===== src/rtl/cache_pkg.sv =====
// Shared definitions for the parametrised set-associative data cache.
// Latency: n/a (constants and constant functions only).
// Backpressure: n/a.
package cache_pkg;

  // Controller states
  localparam logic [1:0] IDLE = 2'd0;
  localparam logic [1:0] WB   = 2'd1;
  localparam logic [1:0] FILL = 2'd2;
  localparam logic [1:0] RESP = 2'd3;

  // Ceiling log2; returns 0 for a value of 1 so single-set caches get no index bits
  function automatic int clog2(input int value);
    int r;
    r = 0;
    while ((1 << r) < value) r++;
    return r;
  endfunction

  // Bit position of word 'off' inside a packed line (word 0 in the low bits)
  function automatic int wordLsb(input int off, input int wordSize);
    return off * wordSize;
  endfunction

endpackage


===== src/rtl/dcache_way_array.sv =====
// One way of the cache: tag/valid/dirty/data per set, async read, sync write.
// Latency: reads combinational from idx; writes land on the rising edge.
// Backpressure: none; the controller owns sequencing, a line write wins over a word write.
module dcache_way_array
  import cache_pkg::*;
#(
  parameter int WORD_SIZE   = 16,
  parameter int BLOCK_WORDS = 4,
  parameter int SETS        = 4,
  parameter int TAG_W       = 12,
  parameter int IDX_WS      = 2,
  parameter int OFF_W       = 2,
  parameter int LINE_W      = BLOCK_WORDS * WORD_SIZE
) (
  input  logic                 clk,
  input  logic                 reset_n,
  input  logic [IDX_WS-1:0]    idx,
  output logic [TAG_W-1:0]     rdTag,
  output logic                 rdValid,
  output logic                 rdDirty,
  output logic [LINE_W-1:0]    rdLine,
  input  logic                 wordWe,
  input  logic [OFF_W-1:0]     wordOff,
  input  logic [WORD_SIZE-1:0] wordData,
  input  logic                 lineWe,
  input  logic [TAG_W-1:0]     lineTag,
  input  logic [LINE_W-1:0]    lineData
);

  logic [SETS-1:0]   valid;
  logic [SETS-1:0]   dirty;
  logic [TAG_W-1:0]  tags [SETS];
  logic [LINE_W-1:0] data [SETS];

  assign rdTag   = tags[idx];
  assign rdValid = valid[idx];
  assign rdDirty = dirty[idx];
  assign rdLine  = data[idx];

  // Status bits: a fill makes the line valid and clean, a word write dirties it
  always_ff @(posedge clk or negedge reset_n) begin
    if (!reset_n) begin
      valid <= '0;
      dirty <= '0;
    end else if (lineWe) begin
      valid[idx] <= 1'b1;
      dirty[idx] <= 1'b0;
    end else if (wordWe) begin
      dirty[idx] <= 1'b1;
    end
  end

  // Tag and data storage; contents are meaningless until the valid bit is set
  always_ff @(posedge clk) begin
    if (lineWe) begin
      tags[idx] <= lineTag;
      data[idx] <= lineData;
    end else if (wordWe) begin
      data[idx][wordLsb(int'(wordOff), WORD_SIZE) +: WORD_SIZE] <= wordData;
    end
  end

endmodule


===== src/rtl/param_assoc_dcache.sv =====
// Write-back, write-allocate set-associative data cache in front of a fixed-latency block memory.
// Latency: hit 0 cycles; miss MEM_LATENCY+1 (clean victim) or 2*MEM_LATENCY+1 (dirty victim).
// Backpressure: requester holds readC/writeC until ready; a dropped request still completes its fill.
// Optional PARAM_DCACHE_STATS_EN adds access_cnt/hit_cnt request counters.
module param_assoc_dcache
  import cache_pkg::*;
#(
  parameter int WORD_SIZE   = 16,
  parameter int BLOCK_WORDS = 4,
  parameter int SETS        = 4,
  parameter int WAYS        = 2,
  parameter int MEM_LATENCY = 4,
  localparam int LINE_W     = BLOCK_WORDS * WORD_SIZE
) (
  input  logic                 clk,
  input  logic                 reset_n,
  input  logic                 readC,
  input  logic                 writeC,
  input  logic [WORD_SIZE-1:0] addressC,
  input  logic [WORD_SIZE-1:0] wdataC,
  output logic [WORD_SIZE-1:0] rdataC,
  output logic                 ready,
  output logic                 cache_hit,
  output logic                 readM,
  output logic                 writeM,
  output logic [WORD_SIZE-1:0] addressM,
  output logic [LINE_W-1:0]    wdataM,
  input  logic [LINE_W-1:0]    rdataM
`ifdef PARAM_DCACHE_STATS_EN
  ,
  output logic [WORD_SIZE-1:0] access_cnt,
  output logic [WORD_SIZE-1:0] hit_cnt
`endif
);

  localparam int OFF_W  = clog2(BLOCK_WORDS);
  localparam int IDX_W  = clog2(SETS);
  localparam int IDX_WS = (IDX_W > 0) ? IDX_W : 1;
  localparam int TAG_W  = WORD_SIZE - IDX_W - OFF_W;
  localparam int CNT_W  = clog2(MEM_LATENCY) + 1;
  localparam logic [CNT_W-1:0] LAST = CNT_W'(MEM_LATENCY - 1);

  logic [1:0]           state;
  logic [CNT_W-1:0]     latCnt;
  logic [WORD_SIZE-1:0] reqAddr;
  logic                 victimWay;
  logic [WORD_SIZE-1:0] victimAddr;
  logic [LINE_W-1:0]    victimLine;

  logic                 req;
  logic [WORD_SIZE-1:0] curAddr;
  logic [TAG_W-1:0]     curTag;
  logic [IDX_WS-1:0]    curIdx;
  logic [OFF_W-1:0]     curOff;

  logic [TAG_W-1:0]     wayTag  [WAYS];
  logic [LINE_W-1:0]    wayLine [WAYS];
  logic [WAYS-1:0]      wayValid;
  logic [WAYS-1:0]      wayDirty;
  logic [WAYS-1:0]      hitVec;
  logic                 hit;
  logic                 hitWay;
  logic                 victimSel;
  logic                 selWay;
  logic [LINE_W-1:0]    selLine;
  logic                 wordWe;
  logic                 lineWe;
  logic                 touchEn;
  logic                 touchWay;

  assign req = readC | writeC;

  // While a miss is in flight the captured address selects the set, not the live port
  assign curAddr = (state == IDLE) ? addressC : reqAddr;
  assign curTag  = curAddr[WORD_SIZE-1 -: TAG_W];
  assign curOff  = curAddr[OFF_W-1:0];

  generate
    if (IDX_W > 0) begin : gIdx
      assign curIdx = curAddr[OFF_W +: IDX_W];
    end else begin : gNoIdx
      assign curIdx = '0;
    end
  endgenerate

  assign lineWe = (state == FILL) && (latCnt == LAST);

  generate
    for (genvar w = 0; w < WAYS; w++) begin : gWay
      dcache_way_array #(
        .WORD_SIZE(WORD_SIZE), .BLOCK_WORDS(BLOCK_WORDS), .SETS(SETS),
        .TAG_W(TAG_W), .IDX_WS(IDX_WS), .OFF_W(OFF_W), .LINE_W(LINE_W)
      ) uWay (
        .clk(clk),
        .reset_n(reset_n),
        .idx(curIdx),
        .rdTag(wayTag[w]),
        .rdValid(wayValid[w]),
        .rdDirty(wayDirty[w]),
        .rdLine(wayLine[w]),
        .wordWe(wordWe && (selWay == 1'(w))),
        .wordOff(curOff),
        .wordData(wdataC),
        .lineWe(lineWe && (victimWay == 1'(w))),
        .lineTag(curTag),
        .lineData(rdataM)
      );
    end
  endgenerate

  // Tag compare across all ways of the addressed set
  always_comb begin
    hitVec = '0;
    hitWay = 1'b0;
    for (int w = 0; w < WAYS; w++) begin
      hitVec[w] = wayValid[w] && (wayTag[w] == curTag);
      if (hitVec[w]) hitWay = 1'(w);
    end
  end

  assign hit       = |hitVec;
  assign ready     = ((state == IDLE) && req && hit) || (state == RESP);
  assign cache_hit = (state == IDLE) && req && hit;
  assign selWay    = (state == RESP) ? victimWay : hitWay;
  assign selLine   = wayLine[selWay];
  assign wordWe    = ready && writeC;
  assign rdataC    = (ready && readC) ? selLine[wordLsb(int'(curOff), WORD_SIZE) +: WORD_SIZE] : '0;

  assign touchEn   = cache_hit || (state == RESP);
  assign touchWay  = (state == RESP) ? victimWay : hitWay;

  assign readM     = (state == FILL);
  assign writeM    = (state == WB);
  assign addressM  = (state == WB)   ? victimAddr :
                     (state == FILL) ? {reqAddr[WORD_SIZE-1:OFF_W], {OFF_W{1'b0}}} : '0;
  assign wdataM    = (state == WB) ? victimLine : '0;

  generate
    if (WAYS == 2) begin : gLru
      logic [SETS-1:0] lruWay;

      // Per set, remember the way to evict next: the one not touched most recently
      always_ff @(posedge clk or negedge reset_n) begin
        if (!reset_n) lruWay <= '0;
        else if (touchEn) lruWay[curIdx] <= ~touchWay;
      end

      assign victimSel = !wayValid[0] ? 1'b0 :
                         !wayValid[1] ? 1'b1 : lruWay[curIdx];
    end else begin : gNoLru
      assign victimSel = 1'b0;
    end
  endgenerate

  // Miss controller: capture victim on the first miss cycle, then write back, fill, respond
  always_ff @(posedge clk or negedge reset_n) begin
    if (!reset_n) begin
      state      <= IDLE;
      latCnt     <= '0;
      reqAddr    <= '0;
      victimWay  <= 1'b0;
      victimAddr <= '0;
      victimLine <= '0;
    end else begin
      case (state)
        IDLE: begin
          if (req && !hit) begin
            reqAddr    <= addressC;
            victimWay  <= victimSel;
            victimAddr <= (WORD_SIZE'(wayTag[victimSel]) << (IDX_W + OFF_W)) |
                          (WORD_SIZE'(curIdx) << OFF_W);
            victimLine <= wayLine[victimSel];
            latCnt     <= '0;
            state      <= (wayValid[victimSel] && wayDirty[victimSel]) ? WB : FILL;
          end
        end
        WB: begin
          if (latCnt == LAST) begin
            latCnt <= '0;
            state  <= FILL;
          end else begin
            latCnt <= latCnt + 1'b1;
          end
        end
        FILL: begin
          if (latCnt == LAST) state <= RESP;
          else latCnt <= latCnt + 1'b1;
        end
        RESP:    state <= IDLE;
        default: state <= IDLE;
      endcase
    end
  end

`ifdef PARAM_DCACHE_STATS_EN
  // Count each completed request once, and the subset that hit
  always_ff @(posedge clk or negedge reset_n) begin
    if (!reset_n) begin
      access_cnt <= '0;
      hit_cnt    <= '0;
    end else if (ready && req) begin
      access_cnt <= access_cnt + 1'b1;
      if (cache_hit) hit_cnt <= hit_cnt + 1'b1;
    end
  end
`endif

endmodule

===== config.mk =====
export PLATFORM = sky130hd
export DESIGN_NAME = param_assoc_dcache
export DESIGN_NICKNAME = d
export VERILOG_FILES = /design/src/rtl/cache_pkg.sv /design/src/rtl/dcache_way_array.sv /design/src/rtl/param_assoc_dcache.sv
export SDC_FILE = /design/constraint.sdc
export NUM_CORES = 1
export LEC_CHECK = 0
export BUFFER_PORTS_ARGS = -buffer_cell sky130_fd_sc_hd__buf_4
export CORE_AREA = 4 4 261 263
export CTS_BUF_LIST = sky130_fd_sc_hd__clkbuf_16
export DETAILED_ROUTE_END_ITERATION = 8
export DIE_AREA = 0 0 265 267
export PLACE_DENSITY = 0.71
export SLEW_MARGIN = 10
export SYNTH_ARGS = -nofsm -noshare
export SYNTH_HDL_FRONTEND = slang
export SYNTH_SLANG_ARGS = --single-unit

===== constraint.sdc =====
create_clock -name clk -period 12 [get_ports clk]
set_input_delay 1.2 -clock clk [delete_from_list [all_inputs] [get_ports clk]]
set_output_delay 1.2 -clock clk [all_outputs]
set_load 0.05 [all_outputs]

* After elaboration in Yosys (flattened, before gate mapping)
Memory sizes are Yosys's and may differ from the RTL's.
Index checks and enable logic that the tools add are counted.
** Storage, ports and cells
- Memories kept :: 4
- Logic and storage cells :: 386
- Memory bits (writable) :: 608
- Bits in registers :: 122
- Input port bits :: 100
- Output and inout port bits :: 100
- ROM bits :: 0
- Latch bits :: 0
** Operators by class
- Add/sub/neg operators :: 2
- Multipliers :: 0
- Reduce and logical (&&, ||, !) cells :: 24
- Order comparisons :: 5
- Divide/modulo/power cells :: 0
- Bitwise operators :: 141
- Equality and inequality tests :: 10
- Shifts and indexed selects :: 3
- Multiplexer cells :: 186
** Memory list
- gWay[0].uWay.data :: depth 4, bits a word 64, read ports 1, clocked after Yosys merged registers in 0, write ports 1, RTL line dcache_way_array.sv:33 : logic [LINE_W-1:0] data [SETS];
- gWay[1].uWay.data :: depth 4, bits a word 64, read ports 1, clocked after Yosys merged registers in 0, write ports 1, RTL line dcache_way_array.sv:33
- gWay[0].uWay.tags :: depth 4, bits a word 12, read ports 1, clocked after Yosys merged registers in 0, write ports 1, RTL line dcache_way_array.sv:32 : logic [TAG_W-1:0] tags [SETS];
- gWay[1].uWay.tags :: depth 4, bits a word 12, read ports 1, clocked after Yosys merged registers in 0, write ports 1, RTL line dcache_way_array.sv:32
** Operators with widths (count)
- 2-to-1 mux 64 bit :: 9
- 2-to-1 mux 1 bit :: 150
- bitwise OR 1 bit :: 129
- 2-to-1 mux 16 bit :: 4
- variable shift 16 x 33 -> 64 bit (first input constant) :: 1
- indexed part select 16 x 33 -> 64 bit :: 1
- indexed part select 64 x 7 -> 16 bit :: 1
- 2-to-1 mux 12 bit :: 3
- negator 6 -> 33 bit :: 1
- equality test 12 bit :: 2
- 2-to-1 mux 4 bit :: 4
- bitwise OR 16 x 4 -> 16 bit :: 1
- bitwise OR 4 bit :: 4
- logical AND 1 bit :: 14
- binary-select mux 1 bit (select 2 bit) :: 5
- 2-to-1 mux 3 bit :: 3
- case mux 3 bit (3 select lines) :: 1
- bitwise AND 4 bit :: 2
- 2-to-1 mux 2 bit :: 4
- case mux 2 bit (4 select lines) :: 1
- inequality test 2 x 1 -> 1 bit (second input constant) :: 3
- AND reduction 3 bit :: 2
- bitwise mux 4 bit :: 1
- equality test 2 bit (second input constant) :: 2
- other kinds (19) :: 23

* Depth between registers and ports, before layout
Gate-level depths: netlist of the first run.
- Word-level depth :: 14
- Gate-level depth with buffers :: 17
- Gate-level depth less buffers :: 12

* Hierarchy
A second synthesis of the first run with hierarchy kept.
** Second synthesis, totals
- Cells, all modules :: 2149
- Area, all modules :: 32990.4 sq um
** By module, submodules not included
- dcache_way_array (gWay[0].uWay) :: cells an instance 652, sequential area each 9328.9 sq um, times used 1, area each 12997.5 sq um
- dcache_way_array (gWay[1].uWay) :: cells an instance 634, sequential area each 9328.9 sq um, times used 1, area each 12693.4 sq um
- param_assoc_dcache :: cells an instance 863, sequential area each 2602.5 sq um, times used 1, area each 7299.5 sq um

* Worst setup path before layout of the first run
Ideal clock, no wire load.
- Kind :: input-to-output
- Start :: input addressC[2]
- End :: output rdataC[10]
- Arrival :: 4572 ps
- Setup slack :: 6228 ps
- Path buffers :: 4
- Data required time :: 10800 ps
- Stages on the path :: 14
- Cell sequence :: clkbuf_1 mux2i_4 buf_4 mux2i_1 o22ai_1 a211o_1 nor3b_1 nand4_1 o221a_2 inv_1 and3_1 buf_1 clkbuf_1 a32o_1
** On the way
- Word-level cells in the longest chain between the ends :: 12
- Elaborated cells on any way between the ends :: 25
- Those cells by class :: 2 x eq/ne; 1 x shift; 11 x mux; 1 x bitwise; 6 x reduce/logical; 4 x memory
** Ends and longest elaborated chain
- start: declaration :: RTL line param_assoc_dcache.sv:19 : input logic [WORD_SIZE-1:0] addressC,
- 2-to-1 mux 16 bit (*) :: RTL line param_assoc_dcache.sv:74 : assign curAddr = (state == IDLE) ? addressC : reqAddr;
- memory read (4 x 12 bit) / binary-select mux 1 bit (select 2 bit) (equally long branches)
- equality test 12 bit / 2-to-1 mux 1 bit (equally long branches) :: RTL line param_assoc_dcache.sv:116, dcache_way_array.sv:36
- logical AND 1 bit :: RTL line param_assoc_dcache.sv:116 : hitVec[w] = wayValid[w] && (wayTag[w] == curTag);
- 2-to-1 mux 1 bit :: RTL line param_assoc_dcache.sv:117 : if (hitVec[w]) hitWay = 1'(w);
- 2-to-1 mux 1 bit :: RTL line param_assoc_dcache.sv:124 : assign selWay = (state == RESP) ? victimWay : hitWay;
- inverter 1 -> 2 bit (not written as such) :: RTL line param_assoc_dcache.sv:125 : assign selLine = wayLine[selWay];
- 2-to-1 mux 64 bit (not written as such) (3 in a row) :: RTL line param_assoc_dcache.sv:125
- indexed part select 64 x 7 -> 16 bit :: RTL line param_assoc_dcache.sv:127 : assign rdataC = (ready && readC) ? selLine[wordLsb(int'(curOff), WORD_SIZE) +: WORD_SIZE] : '0;
- 2-to-1 mux 16 bit (*) :: RTL line param_assoc_dcache.sv:127
- end: declaration :: RTL line param_assoc_dcache.sv:21 : output logic [WORD_SIZE-1:0] rdataC,
Mark *: on every way between the ends. The rest lies on a longest branch, timed or not. The select of a mux whose other input is x is not followed.

* Worst setup path after layout of the first run
- Start :: register state[0]
- End :: output rdataC[15]
** On the way
- Word-level cells in the longest chain between the ends :: 13
- Elaborated cells on any way between the ends :: 28
- Those cells by class :: 3 x eq/ne; 1 x shift; 11 x mux; 1 x bitwise; 8 x reduce/logical; 4 x memory
** Ends and longest elaborated chain
- start: declaration :: RTL line param_assoc_dcache.sv:43 : logic [1:0] state;
- start signal: assignment :: RTL line param_assoc_dcache.sv:174 : state <= (wayValid[victimSel] && wayDirty[victimSel]) ? WB : FILL;
- logical NOT 2 bit :: RTL line param_assoc_dcache.sv:74, param_assoc_dcache.sv:122
- 2-to-1 mux 16 bit :: RTL line param_assoc_dcache.sv:74
- memory read (4 x 12 bit) / binary-select mux 1 bit (select 2 bit) (equally long branches)
- equality test 12 bit / 2-to-1 mux 1 bit (equally long branches) :: RTL line param_assoc_dcache.sv:116, dcache_way_array.sv:36
- logical AND 1 bit :: RTL line param_assoc_dcache.sv:116
- 2-to-1 mux 1 bit :: RTL line param_assoc_dcache.sv:117
- 2-to-1 mux 1 bit :: RTL line param_assoc_dcache.sv:124
- inverter 1 -> 2 bit (not written as such) :: RTL line param_assoc_dcache.sv:125
- 2-to-1 mux 64 bit (not written as such) (3 in a row) :: RTL line param_assoc_dcache.sv:125
- indexed part select 64 x 7 -> 16 bit :: RTL line param_assoc_dcache.sv:127
- 2-to-1 mux 16 bit (*) :: RTL line param_assoc_dcache.sv:127
Marks and branches as above.

==> results by group, run 1 <==
Floorplanning
  • Die Height: 267 µm
  • Die width: 265 µm
  • FP Rows: 94
  • Die area: 70,800 µm²
  • Initial core utilization: 0.496
  • Boundary Pins: 200
  • Core area: 65,600 µm²

Global routing
  • First-pass GRT wire length: 133,000 µm
  • Largest net degree at the start of global routing: 151
  • Vias in the first global route: 19,543
  • Initial antenna violation count: 4
  • GR Overflow Total: 0
  • Tot GR Track Use: 0.259

Clocking
  • Clock buffer depth: 3
  • Hold buffer count at CTS: 0
  • Post-CTS setup buffer count: 0
  • CTS root buf: clkbuf_16
  • CTS H-tree depth: 3
  • PostCTS Resize Cnt: 0
  • Clk_lat worst skew: 0.64 ns
  • CTS tree: built
  • Clock transition at path regs: 0.06 ns
  • Clk sink count: 728
  • Total CTS buffers: 76

Worst setup path
  • Arr. time, crit path: 6.93 ns
  • Top fanout value on the critical path: 99
  • Worst setup endpoint: rdataC[15]
  • Worst r2r dst: gWay[0].uWay.data[3][3]
  • Worst EP required: 10.80 ns
  • WS Path Type: flop to output pin
  • Critical-path top delay cell: ha_2
  • Most used cell, CP: buf_4
  • Worst Setup End Kind: output pin
  • Worst setup SP type: flop
  • Origin of the critical flop-to-flop path: state[0]
  • Setup crit start: state[0]
  • Crit path cell chain: inv_1, ha_2, mux2i_4, buf_4, buf_12, mux2i_1, o22ai_1, or4_1, a2111o_1, o31ai_4, buf_4, nand2_1, a22oi_1, a32o_1, buf_4
  • CP max stage delay: 0.74 ns
  • Reg2Reg Depth: 15
  • Worst reg2reg setup slack: 5.16 ns

Routing
  • Vias: 19,827
  • Iteration-0 DRC Markers: 2,356
  • Vias per inst: 6.19
  • Final ANT Viol Nets: 0
  • Post-Route WL: 92,700 µm
  • Remaining DRCs: 0
  • WL per Instance: 28.9 µm
  • Drt pass-1 iters: 5

Layout
  • Final #Nets: 2,390
  • Multi-input combinational cell area: 10,700 µm²
  • Final core utilization: 0.569
  • Filler cells: 5,076
  • Finished Cell Area: 37,400 µm²
  • Share of cells above drive strength 1: 0.291
  • FF/Latch Area: 21,300 µm²
  • Area Overhead vs Synth: 14.6%

Status
  • Outcome: complete, no violations

Synth
  • Asr flop ratio synth: 0.165
  • FF+latch count, synth: 728
  • Warnings, synthesis: 0
  • Post-synth EDFFs: 608
  • Register area share after synthesis: 0.652
  • Synth cell types: 64
  • Top FF cell, synth: edfxtp_1
  • Post-synth top area cell: edfxtp_1
  • Synth top cells by count: edfxtp_1, nand2_1, mux4_2
  • Synth area leaders: edfxtp_1, mux4_2, dfrtp_1, mux2_2, mux2i_1
  • Most frequent cell after synthesis: edfxtp_1
  • Synthesized area: 32,600 µm²
  • Synth Instances: 2,097
  • Synth top area share: 0.560
  • Avg Inst Size Synth: 15.5 µm²

Timing
  • RSZ-0062 raised after global routing: no
  • Slew Limit Fails: 0
  • Worst-Margin Slew: 1.39 ns
  • Max-slew headroom: 0.0710
  • Clk_skew: 0.0292 ns
  • Final WS setup: 3.87 ns
  • Min cycle time layout: 8.13 ns
  • Final hold vios: 0
  • FMAX: 123 MHz
  • Fin Setup TNS: 0 ns
  • Period utilization: 0.677
  • # setup viols final: 0

Min path
  • Hold Path Class: flop to flop

Power and ir drop
  • Power Density: 271 nW/µm²
  • Pleak: 13.5 nW
  • Max rail drop VDD: 0.297 mV

Place
  • Final Wtd Congestion: 0.964
  • PortBufs: 197
  • Post-DP HPWL: 63,400 µm
  • Placed cell areas: 35,000 µm²
  • Pre-CTS WS: 4.62 ns

Job
  • Max-cap viol count: 0
-- metrics by stage --
stage	hold WS (ns)	cells	power (mW)
finish	0.473	3204	10.1
global route	0.484	3203	10.5
CTS	0.474	3203	10.1
detailed placement	0.459	3064	7.83
global placement	0.445	3064	7.78
floorplan	0.433	2098	6.25
-- final cells by class --
cell class | count | area share
flip-flops and latches | 728 | 0.569
repair buffers | 246 | 0.0502
clock inverters | 60 | 0.0113
diodes | 1 | 0.0000670
inverters | 21 | 0.00211
well taps | 864 | 0.0289
clock buffers | 79 | 0.0529
multi-input cells | 1205 | 0.285
-- state kept, by name (all words and copies together) (netlist names), named ones only --
| signal | count |
|---|---|
| victimLine | 64 |
| victimWay | 1 |
| gWay.uWay.tags | 96 |
| gWay.uWay.valid | 8 |
| state | 2 |
| latCnt | 3 |
| gLru.lruWay | 4 |
| reqAddr | 16 |
| victimAddr | 14 |
| gWay.uWay.data | 512 |
-- critical path, delay by kind of cell (launching register included) --
kind | cells | cell delay (ns)
fa+ha+maj | 1 | 0.74
buf+inv | 5 | 2.06
simple gates | 2 | 0.64
mux | 2 | 0.64
flops | 1 | 0.40
compound gates | 5 | 1.69
-- worst min path at each step --
stage	end	slack [ns]	cells past startpoint	from
6_report	victimLine[46]	0.47	2	victimLine[46]
5_1_grt	gWay[0].uWay.valid[0]	0.48	1	gWay[0].uWay.valid[0]
4_1_cts	gWay[1].uWay.valid[2]	0.47	1	gWay[1].uWay.valid[2]
3_5_place_dp	gWay[0].uWay.valid[2]	0.46	1	gWay[0].uWay.valid[2]
3_3_place_gp	gWay[1].uWay.valid[0]	0.45	1	gWay[1].uWay.valid[0]
2_1_floorplan	gWay[1].uWay.valid[0]	0.43	1	gWay[1].uWay.valid[0]
-- layout by cell type, fill, tap and decap left out, types with 5 or more instances in the layout --
| cell type | netlist | final |
|---|---|---|
| edfxtp_1 | 608 | 608 |
| buf_4 | 4 | 243 |
| nand2_1 | 197 | 197 |
| mux4_2 | 134 | 134 |
| and2_1 | 132 | 132 |
| dfrtp_1 | 120 | 120 |
| mux2_2 | 119 | 119 |
| a21oi_1 | 119 | 115 |
| mux2i_1 | 104 | 102 |
| o21ai_0 | 88 | 88 |
| clkbuf_16 | 0 | 79 |
| inv_1 | 20 | 45 |
| nor2_1 | 47 | 39 |
| mux2_4 | 36 | 36 |
| a21o_1 | 24 | 24 |
| xnor2_1 | 21 | 21 |
| a22oi_1 | 16 | 16 |
| a32o_1 | 16 | 16 |
| clkinv_1 | 1 | 12 |
| a22o_1 | 12 | 12 |
| or2_2 | 12 | 12 |
| nand3_1 | 12 | 11 |
| nor4_1 | 11 | 11 |
| ha_1 | 12 | 10 |
| clkinv_2 | 0 | 10 |
| o31ai_1 | 10 | 9 |
| nor2_2 | 0 | 8 |
| a211oi_1 | 7 | 7 |
| and3_1 | 7 | 7 |
| a211o_1 | 5 | 5 |
| nand4_1 | 5 | 5 |
| bufinv_16 | 0 | 5 |
-- power by group --
| group | switching (mW) | internal (mW) |
|---|---|---|
| Clock | 0.965 | 1.30 |
| Sequential | 0.118 | 3.06 |
| Combinational | 3.04 | 1.64 |
-- kinds of logic after synthesis --
group | after synthesis | synth area share
DFF | 728 | 0.652
AOI/OAI and AO/OA | 320 | 0.0606
adders and majority gates | 12 | 0.00461
other | 1 | 0.000115
muxes | 394 | 0.183
xor gates and xnor gates | 23 | 0.00618
and+or+nand+nor | 454 | 0.0692
buffers and inverters | 165 | 0.0238
-- layer usage --
metal / GRT usage / share of wire
met4: 0.102 / 0.042
met5: 0 / 0
met3: 0.0426 / 0.091
met1: 0.358 / 0.39
met2: 0.419 / 0.48
(Power assumes the default switching activity.)
==> run 2: changes to the inputs <==
PLACE_DENSITY = 0.74   (was 0.71)
clock period = 6.9 ns   (was 12 ns; I/O delays follow)
==> results by group, run 2 (synthesis results as in run 1) <==
Min path
  • Hold Path Class: primary input to async pin

Layout
  • Final #Nets: 2,407
  • Commonest cells after routing, fill and taps aside: edfxtp_1, buf_4, nand2_1, mux4_2, and2_1
  • Area Overhead vs Synth: 15.0%
  • Biggest regs: gWay.uWay.data (512), gWay.uWay.tags (96), victimLine (64)
  • Commonest non-fill, non-tap cell in the layout: edfxtp_1
  • Final Non-Filler Cells: 3,225
  • Share of cells above drive strength 1: 0.293
  • Most flop-heavy register: gWay.uWay.data
  • Largest register FFs: 512

Worst setup path
  • Setup crit start: state[0]
  • Worst EP required: 6.21 ns
  • Worst reg2reg setup slack: 1.26 ns
  • WS Path Type: flop to output pin
  • Arr. time, crit path: 5.91 ns
  • Reg2Reg Depth: 12
  • Origin of the critical flop-to-flop path: state[0]
  • Worst Setup End Kind: output pin
  • Worst setup SP type: flop
  • Worst setup endpoint: rdataC[10]
  • Top fanout value on the critical path: 35
  • Worst r2r dst: gWay[0].uWay.data[2][39]

Global routing
  • Vias in the first global route: 19,963
  • Tot GR Track Use: 0.260
  • Largest net degree at the start of global routing: 132
  • Initial antenna violation count: 6
  • First-pass GRT wire length: 135,000 µm
  • GR Overflow Total: 0

Floorplanning
  • Initial core utilization: 0.496
  • Die Height: 267 µm
  • Die width: 265 µm
  • FP Rows: 94
  • Core area: 65,600 µm²
  • Die area: 70,800 µm²
  • Boundary Pins: 200

Place
  • Final Wtd Congestion: 0.975
  • Cells after DPL: 3,083
  • PortBufs: 197
  • Post-DP HPWL: 62,800 µm

Routing
  • Vias: 19,767
  • Final ANT Viol Nets: 0
  • Iteration-0 DRC Markers: 2,405
  • Post-Route WL: 92,500 µm
  • Vias per inst: 6.13
  • WL per Instance: 28.7 µm
  • Drt pass-1 iters: 7
  • Remaining DRCs: 0

Clocking
  • Clk_lat worst skew: 0.63 ns
  • Clock buffer depth: 3
  • CTS tree: built
  • CTS root buf: clkbuf_16
  • Hold buffer count at CTS: 0
  • Clk sink count: 728
  • Clock transition at path regs: 0.06 ns
  • Post-CTS setup buffer count: 0
  • PostCTS Resize Cnt: 0
  • Total CTS buffers: 74
  • CTS H-tree depth: 3

Status
  • Outcome: complete, no violations

Timing
  • # setup viols final: 0
  • Final hold slack: 0.0673 ns
  • Final hold vios: 0
  • RSZ-0062 raised after global routing: no
  • Min cycle time layout: 6.60 ns
  • Worst-Margin Slew: 1.06 ns
  • Clk_skew: 0.0184 ns
  • Max-slew headroom: 0.291
  • Fin Setup TNS: 0 ns
  • Period utilization: 0.956
  • FMAX: 152 MHz
  • Slew Limit Fails: 0

Power and ir drop
  • Int Pwr: 10.4 mW
  • Clk pwr share: 0.222
  • Net Sw Frac: 0.404
  • Combinational Power Share: 0.459
  • Power Density: 465 nW/µm²
  • Pleak: 13.6 nW
  • Seq pwr share: 0.319
  • Net switching power: 7.05 mW
  • Max rail drop VDD: 0.680 mV

Job
  • Max-cap viol count: 0
==> run 2: cell type report <==
cell class	count	area (µm²)
fill	5049	28200
inverter	21	78.8
clock buffer	77	1930
multi-input combinational	1205	10600
sequential	728	21300
clock inverter	59	410
timing repair buffer	265	2060
antenna	6	15.0
tap	864	1080
==> run 2: power by group through the flow <==
stage | sequential (mW) | clock, mW | combinational (mW)
2_1_floorplan | 5.54 | 0 | 5.33
3_3_place_gp | 5.62 | 0 | 7.83
3_5_place_dp | 5.63 | 0 | 7.91
4_1_cts | 5.55 | 3.91 | 7.95
5_1_grt | 5.59 | 4.10 | 8.41
6_report | 5.56 | 3.87 | 8.00
==> run 2: how the worst min path moves through the flow <==
| stage | from | endpoint | cells past startpoint |
|---|---|---|---|
| after floorplan | reset_n | async pin | 0 |
| after global placement | gWay[1].uWay.valid[0] | gWay[1].uWay.valid[0] | 1 |
| after detailed placement | gWay[0].uWay.valid[0] | gWay[0].uWay.valid[0] | 1 |
| after CTS | reset_n | victimLine[36] | 1 |
| after global routing | reset_n | reqAddr[11] | 1 |
| final | reset_n | victimAddr[11] | 1 |
==> run 2: metrics by stage <==
| step | setup WS [ns] | power [mW] | util | instance area, µm² |
|---|---|---|---|---|
| floorplan | 1.79 | 10.9 | - | 32600 |
| global placement | 1.04 | 13.4 | 0.535 | 35100 |
| detailed placement | 1.03 | 13.5 | 0.535 | 35100 |
| CTS | 0.399 | 17.4 | 0.571 | 37500 |
| global route | 0.118 | 18.1 | 0.571 | 37500 |
| finish | 0.303 | 17.4 | 0.571 | 37500 |
==> run 2: layer usage <==
metal | share of wire | vias to the layer above | GRT usage
li1 | - | 8447 | -
met5 | 0 | - | 0
met2 | 0.48 | 1128 | 0.423
met3 | 0.10 | 166 | 0.0606
met4 | 0.037 | 0 | 0.0894
met1 | 0.38 | 10026 | 0.350
==> run 2: critical path, stage by stage, from the launching register on <==
cell      delay (ns)
dfrtp_1         0.40
inv_1           0.11
ha_1            0.24
mux2i_4         0.76
buf_4           0.35
mux4_2          0.53
nor2_1          0.14
a211o_1         0.17
a2111o_1        0.23
o31a_2          0.75
buf_4           0.40
a21oi_1         0.10
a22oi_1         0.47
a32o_1          0.33
buf_4           0.25
